### config.mk
export PLATFORM = sky130hd
export DESIGN_NAME = decoder_share_arbiter
export DESIGN_NICKNAME = d
export VERILOG_FILES = /design/src/rtl/decoder_share_arbiter.sv
export SDC_FILE = /design/constraint.sdc
export NUM_CORES = 1
export LEC_CHECK = 0
export ABC_AREA = 1
export CAP_MARGIN = 20
export CORE_ASPECT_RATIO = 1.4
export CORE_UTILIZATION = 45
export CTS_BUF_LIST = sky130_fd_sc_hd__clkbuf_4
export CTS_CLUSTER_DIAMETER = 80
export DETAILED_ROUTE_END_ITERATION = 6
export GPL_ROUTABILITY_DRIVEN = 0
export PLACE_DENSITY = 0.76
export SETUP_SLACK_MARGIN = 0.15
export SYNTH_ARGS = -nofsm -noshare
export SYNTH_HDL_FRONTEND = slang
export SYNTH_SLANG_ARGS = --single-unit
### constraint.sdc
create_clock -name clk -period 2 [get_ports clk]
set_input_delay 0.4 -clock clk [delete_from_list [all_inputs] [get_ports clk]]
set_output_delay 0.4 -clock clk [all_outputs]
set_load 0.01 [all_outputs]
### src/rtl/decoder_share_arbiter.sv
// ---------------------------------------------------------------------------
// decoder_share_arbiter
//
// Shares one 6x64 one-hot decoder between four requesters. Picks a winner
// among the asserted requests (round-robin by default), drives the decoder
// enable/address for DWELL cycles, and then holds the decoder idle for GAP
// cycles. Requests still pending after the gap are arbitrated on the next
// IDLE cycle. Because of that gap, two decoder outputs belonging to different
// requesters are never active in adjacent cycles.
//
// Build option:
//   DEC_ARB_FIXED_PRI_EN  when defined, the winner is the lowest-index
//                         asserted request (req[0] highest) and rr_ptr
//                         stays at 0. All timing is otherwise identical.
//
// Parameters:
//   DWELL  cycles dec_en stays high per grant (1..255)
//   GAP    idle cycles after each grant before the next arbitration (1..255)
//
// Ports:
//   clk       clock, rising edge
//   rst       asynchronous active-high reset
//   req       [3:0]  level requests, held until the matching done pulse
//   req_addr  [23:0] requester i address = req_addr[6*i+5:6*i]
//   gnt       [3:0]  one-hot grant, high for the whole window
//   dec_en           decoder enable (equals |gnt)
//   dec_a     [5:0]  decoder address, latched at grant
//   done      [3:0]  one-cycle pulse to the granted requester in the last
//                    dwell cycle
//   busy             high while a window or its gap is in progress
// ---------------------------------------------------------------------------
module decoder_share_arbiter #(
  parameter int DWELL = 4,
  parameter int GAP   = 1
) (
  input  logic        clk,
  input  logic        rst,
  input  logic [3:0]  req,
  input  logic [23:0] req_addr,
  output logic [3:0]  gnt,
  output logic        dec_en,
  output logic [5:0]  dec_a,
  output logic [3:0]  done,
  output logic        busy
);

  typedef enum logic [1:0] {
    ST_IDLE = 2'd0,
    ST_HOLD = 2'd1,
    ST_GAP  = 2'd2
  } state_t;

  localparam logic [7:0] DWELL_LD = 8'(DWELL - 1);
  localparam logic [7:0] GAP_LD   = 8'(GAP - 1);

  state_t     state;
  logic [7:0] cnt;
  logic [1:0] rr_ptr;
  logic [1:0] win;

  // Address slice belonging to requester w.
  function automatic logic [5:0] addr_of(input logic [23:0] addrs,
                                         input logic [1:0]  w);
    return addrs[6*int'(w) +: 6];
  endfunction

  // Winner selection among the currently asserted requests.
`ifdef DEC_ARB_FIXED_PRI_EN
  always_comb begin
    win = 2'd0;
    for (int i = 3; i >= 0; i--) begin
      if (req[i]) win = 2'(i);
    end
  end
`else
  // Scan rr_ptr, rr_ptr+1, ... with natural 2-bit wrap.
  always_comb begin
    logic       found;
    logic [1:0] idx;
    win   = rr_ptr;
    found = 1'b0;
    idx   = 2'd0;
    for (int i = 0; i < 4; i++) begin
      idx = rr_ptr + 2'(i);
      if (!found && req[idx]) begin
        win   = idx;
        found = 1'b1;
      end
    end
  end
`endif

  always_ff @(posedge clk or posedge rst) begin
    if (rst) begin
      state  <= ST_IDLE;
      cnt    <= 8'd0;
      rr_ptr <= 2'd0;
      gnt    <= 4'd0;
      dec_en <= 1'b0;
      dec_a  <= 6'd0;
      done   <= 4'd0;
      busy   <= 1'b0;
    end else begin
      case (state)
        ST_IDLE: begin
          done <= 4'd0;
          if (|req) begin
            gnt    <= 4'b0001 << win;
            dec_en <= 1'b1;
            dec_a  <= addr_of(req_addr, win);
            busy   <= 1'b1;
            cnt    <= DWELL_LD;
            // A single-cycle window has its done pulse in the grant cycle.
            done   <= (DWELL == 1) ? (4'b0001 << win) : 4'd0;
`ifndef DEC_ARB_FIXED_PRI_EN
            rr_ptr <= win + 2'd1;
`endif
            state  <= ST_HOLD;
          end
        end

        ST_HOLD: begin
          // Address and grant are frozen; a dropped request still completes.
          if (cnt != 8'd0) begin
            cnt <= cnt - 8'd1;
            // done is registered, so raise it one edge ahead of the last cycle.
            if (cnt == 8'd1) done <= gnt;
          end else begin
            gnt    <= 4'd0;
            dec_en <= 1'b0;
            dec_a  <= 6'd0;
            done   <= 4'd0;
            cnt    <= GAP_LD;
            state  <= ST_GAP;
          end
        end

        ST_GAP: begin
          if (cnt != 8'd0) begin
            cnt <= cnt - 8'd1;
          end else begin
            busy  <= 1'b0;
            state <= ST_IDLE;
          end
        end

        default: begin
          state <= ST_IDLE;
        end
      endcase
    end
  end

endmodule

* Word-level counts from Yosys, hierarchy flattened
Cells that the tools add are included.
Cells by class: multiply operators 1, mux-type cells 35, $lt $le $gt $ge 4, eq/ne operators 8, shift-type cells 2, add/sub/neg operators 5, reductions and logical operators 18
Operators by type and width (count):
- $mux W8 | 3
- $pmux W8 S3 | 1
- $shiftx A24 B6 Y6 | 1
- $mux W4 | 4
- $pmux W4 S2 | 2
- $lt A2 B3 Y1 const B | 4
- $mux W2 | 6
- $mux W6 | 2
- $pmux W6 S2 | 1
- $reduce_and A3 Y1 | 4
- $mux W1 | 9
- $bmux W1 S2 | 4
- $eq A8 B1 Y1 const B | 1
- $ne A2 B2 Y1 const B | 4
- $reduce_bool A8 Y1 | 1
- $sub A8 B1 Y8 const B | 1
- $pmux W2 S3 | 1
- $add A2 B1 Y2 const B | 2
- $add A2 B2 Y2 const B | 2
- $mul A2 B2 Y4 const A | 1
- $pmux W1 S2 | 2
- $reduce_and A2 Y1 | 2
- $reduce_bool A2 Y1 | 2
- $reduce_or A4 Y1 | 1
- other kinds (8) | 12
Word-level totals: bits in registers 28, logic and storage cells 81, input port bits 30, output and inout bits 16

* Depth between registers and ports, before layout
depth after elaboration 16, gate-level depth with buffers 16, mapped depth without buffers 15

* Worst setup path before layout
Ideal clock, no wire load.
path kind register to register, start register rr_ptr[0], end register rr_ptr[1], stages on the path, launching flop included 14, required time 1874 ps, data arrival time 1779 ps, buffers on the path 2, setup slack 95 ps, cell sequence dfrtp_1 -> buf_6 -> nand2_1 -> nand3_1 -> nand2_2 -> inv_2 -> nor2_8 -> nand3_2 -> nand2_4 -> buf_6 -> inv_1 -> ha_1 -> nor2_1 -> a21oi_1
Between the ends: cells in the longest elaborated chain, start to end 13, elaborated cells between the ends (all ways) 24, classes of those cells 4 x add/sub; 14 x mux; 6 x reduce/logical
RTL lines:
- from (decl) | line 58 | logic [1:0] rr_ptr;
- from (signal assigned) | line 116 | rr_ptr <= win + 2'd1;
- branches (longest 11 deep; another with $add A2 B1 Y2)
- $mux W2 * | line 85 | if (!found && req[idx]) begin
- $add A2 B1 Y2 * | line 116
Every way passes the cells marked *. The select of a mux whose other input is x is not followed. A chain may end at the register's enable or synchronous reset.

* Worst setup path after layout
Ends and elaborated chain as after synthesis.

==> impl_metrics.env <==
export IMPL_vdd_drop_max_uv=1330
export IMPL_synth_top_family_by_area="simple AND/OR/NAND/NOR gates"
export IMPL_htreeDepth=1
export IMPL_maxSlewViolCount=0
export IMPL_total_power_w=0.00588
export IMPL_worst_slew_pin_slew_ns=0.481
export IMPL_netlist_area_sq_um=1990
export IMPL_antenna_found_initial=0
export IMPL_fin_tns_setup_ns=0
export IMPL_numCtsBuffers=3
export IMPL_die_width_um=58.2
export IMPL_place_hpwl_mm=3.61
export IMPL_cts_tree="done"
export IMPL_synth_compound_area_frac=0.0917
export IMPL_design_area_sq_um=3130
export IMPL_muxShareOfSynthArea=0
export IMPL_grt_first_pass_wirelength_mm=7.98
export IMPL_antenna_cells=0
export IMPL_post_synth_top_count_cell="nand2_1"
export IMPL_ant_nets=0
export IMPL_synthDistinctLibCells=30
export IMPL_fin_nets=402
export IMPL_min_path_type="input port to asynchronous set/reset pin"
export IMPL_synthTopCellsByArea="dfrtp_1 (35%), nand2_1 (18%), nand3_1 (8.3%)"
export IMPL_synth_top_cell_by_area="dfrtp_1"
export IMPL_cts_root_buffer="clkbuf_4"
export IMPL_syn_inst=281
export IMPL_viasPerCell=4.95
export IMPL_syn_avg_cell_area_sq_um=7.09
export IMPL_yosys_warnings=0
export IMPL_power_density_nw_per_um2=1880
export IMPL_cp_start_kind="register"
export IMPL_avgRoutedWirePerCell_um=12.2
export IMPL_rsz0062_at_grt="yes"
export IMPL_grt_pass1_vias=1968
export IMPL_clock_latency_ns=0.33
export IMPL_reg2reg_from="rr_ptr[0]$_DFFE_PP0P_"
export IMPL_port_buffer_count=45
export IMPL_cts_sink_count=28
export IMPL_num_io_pins=46
export IMPL_max_cap_violations=0
export IMPL_grtUsageTotal=0.212
export IMPL_drtIter0Drc=72
export IMPL_path_clk_slew_ns=0.16
export IMPL_grt_overflow=0
export IMPL_slew_headroom=0.679
export IMPL_postPlaceCellArea_sq_um=2690
export IMPL_fin_skew_ns=0.00516
export IMPL_async_flop_share=1.00
export IMPL_critPathLaunch="rr_ptr[0]$_DFFE_PP0P_"
export IMPL_synth_edf_count=0
export IMPL_synth_top_area_frac=0.352
export IMPL_ctsHoldBuffers=0
export IMPL_vias=2081
export IMPL_p_leak_nw=1.56
export IMPL_synthTopCellsByCount="nand2_1 (93), nand3_1 (33), inv_1 (32), dfrtp_1 (28), nor2_1 (17)"
export IMPL_synth_simple_area_share=0.393
export IMPL_synthToLayoutAreaGrowth_pct=57.3
export IMPL_min_period_over_period=0.985
export IMPL_crit_end="rr_ptr[1]$_DFFE_PP0P_"
export IMPL_status="finished, final reports clean"
export IMPL_r2r_end="rr_ptr[1]$_DFFE_PP0P_"
export IMPL_worstPathMaxFanout=8
export IMPL_first_pass_iters=4
export IMPL_drive_gt1_frac=0.317
export IMPL_core_area_sq_um=4240
export IMPL_fmax_mhz=508
export IMPL_whs_ns=0.415
export IMPL_hold_viol_final=0
export IMPL_cts_buffer_depth=2
export IMPL_required_ns=2.24
export IMPL_place_worst_setup_slack_ns=-0.389
export IMPL_synth_xor_area_frac=0.00440
export IMPL_yosysSeqAreaShare=0.352
export IMPL_final_setup_worst_slack_ns=0.0298
export IMPL_route_detailed_drc=0
export IMPL_rows=28
export IMPL_synth_seq_cells=28
export IMPL_cp_arrival_ns=2.21
export IMPL_period_needed_ns=1.97
export IMPL_synthAdderAreaFrac=0.0691
export IMPL_routed_wl_mm=5.11
export IMPL_endpoint_kind="register"
export IMPL_start_util=0.470
export IMPL_syn_num_nets=322
export IMPL_die_area_sq_um=4700
export IMPL_criticalPathCategory="register to register"
export IMPL_die_height_um=80.7
export IMPL_synth_flop_cell="dfrtp_1"
export IMPL_grt_max_degree=29
export IMPL_finalSetupViolations=0
export IMPL_r2r_cells=13
export IMPL_rrSetupSlack_ns=0.03
[layout make-up]
type / instances / area (sq um)
clock buffers: 3 / 22.5
clock inverters: 1 / 30.0
flip-flops and latches: 28 / 703
repair buffers: 81 / 778
fillers: 327 / 1110
multi-input cells: 211 / 1380
well taps: 60 / 75.1
inverters: 36 / 140
[state kept, by name, summed over array words and instances (netlist names)]
signal,count
rr_ptr,2
state,2
gnt,4
done,4
cnt,8
dec_a,6
dec_en,1
busy,1
[worst max-delay path, cell delays in order, from the launching register on]
cell     delay, ns
dfrtp_2       0.52
inv_4         0.13
nand2_1       0.10
nand2_2       0.11
nand2_1       0.07
nand2_1       0.05
nand2_1       0.07
inv_2         0.09
nand2_4       0.08
buf_6         0.13
a21oi_4       0.20
ha_4          0.23
nor2_2        0.07
a21oi_1       0.04
[cells by family after synthesis]
logic type      after synthesis
simple gates                168
buf+inv                      42
compound gates               31
flops                        28
fa+ha+maj                    11
xor+xnor                      1
[through the flow]
step	util	cells
2_1_floorplan	-	281
3_3_place_gp	0.635	404
3_5_place_dp	0.635	404
4_1_cts	0.684	417
5_1_grt	0.739	420
6_report	0.739	420
[metal layers]
| layer | vias up | track usage | wire length (um) |
|---|---|---|---|
| met2 | 57 | 0.418 | 2930 |
| met3 | 4 | 0.0145 | 133 |
| met5 | - | 0 | 0 |
| met1 | 967 | 0.237 | 2020 |
| met4 | 0 | 0.0619 | 34 |
| li1 | 1053 | - | - |
[layout by cell type, fill, tap and decap left out, types with 11 or more instances in the layout]
master / n
buf_4: 26
clkdlybuf4s50_1: 42
dfrtp_1: 26
inv_1: 30
nand2_1: 68
nand2_2: 23
nand2_4: 11
nand3_1: 21
o21ai_0: 16
[worst min path at each step]
| stage | to | slack, ns | cells past startpoint |
|---|---|---|---|
| after floorplan | busy$_DFFE_PP0P_ | 0.47 | 1 |
| after global placement | dec_a[1]$_DFFE_PP0P_ | 0.47 | 2 |
| after detailed placement | dec_a[5]$_DFFE_PP0P_ | 0.47 | 2 |
| after CTS | cnt[6]$_DFFE_PP0P_ | 0.42 | 3 |
| after global routing | cnt[0]$_DFFE_PP0P_ | 0.44 | 3 |
| final | done[2]$_DFFE_PP0P_ | 0.41 | 3 |
[report_power, final]
part	switching, W	internal (W)	leakage, nW
Sequential	0.000201	0.000817	0.356
Combinational	0.00246	0.00203	1.17
Clock	0.000171	0.000203	0.0279
[repair_timing]
item,4_1_cts,5_1_grt
setup buffers,9,3
pin swaps,15,32
setup endpoints to repair,15,25
gates resized for setup,26,52
Note: power is estimated with default switching activity, not from simulation.
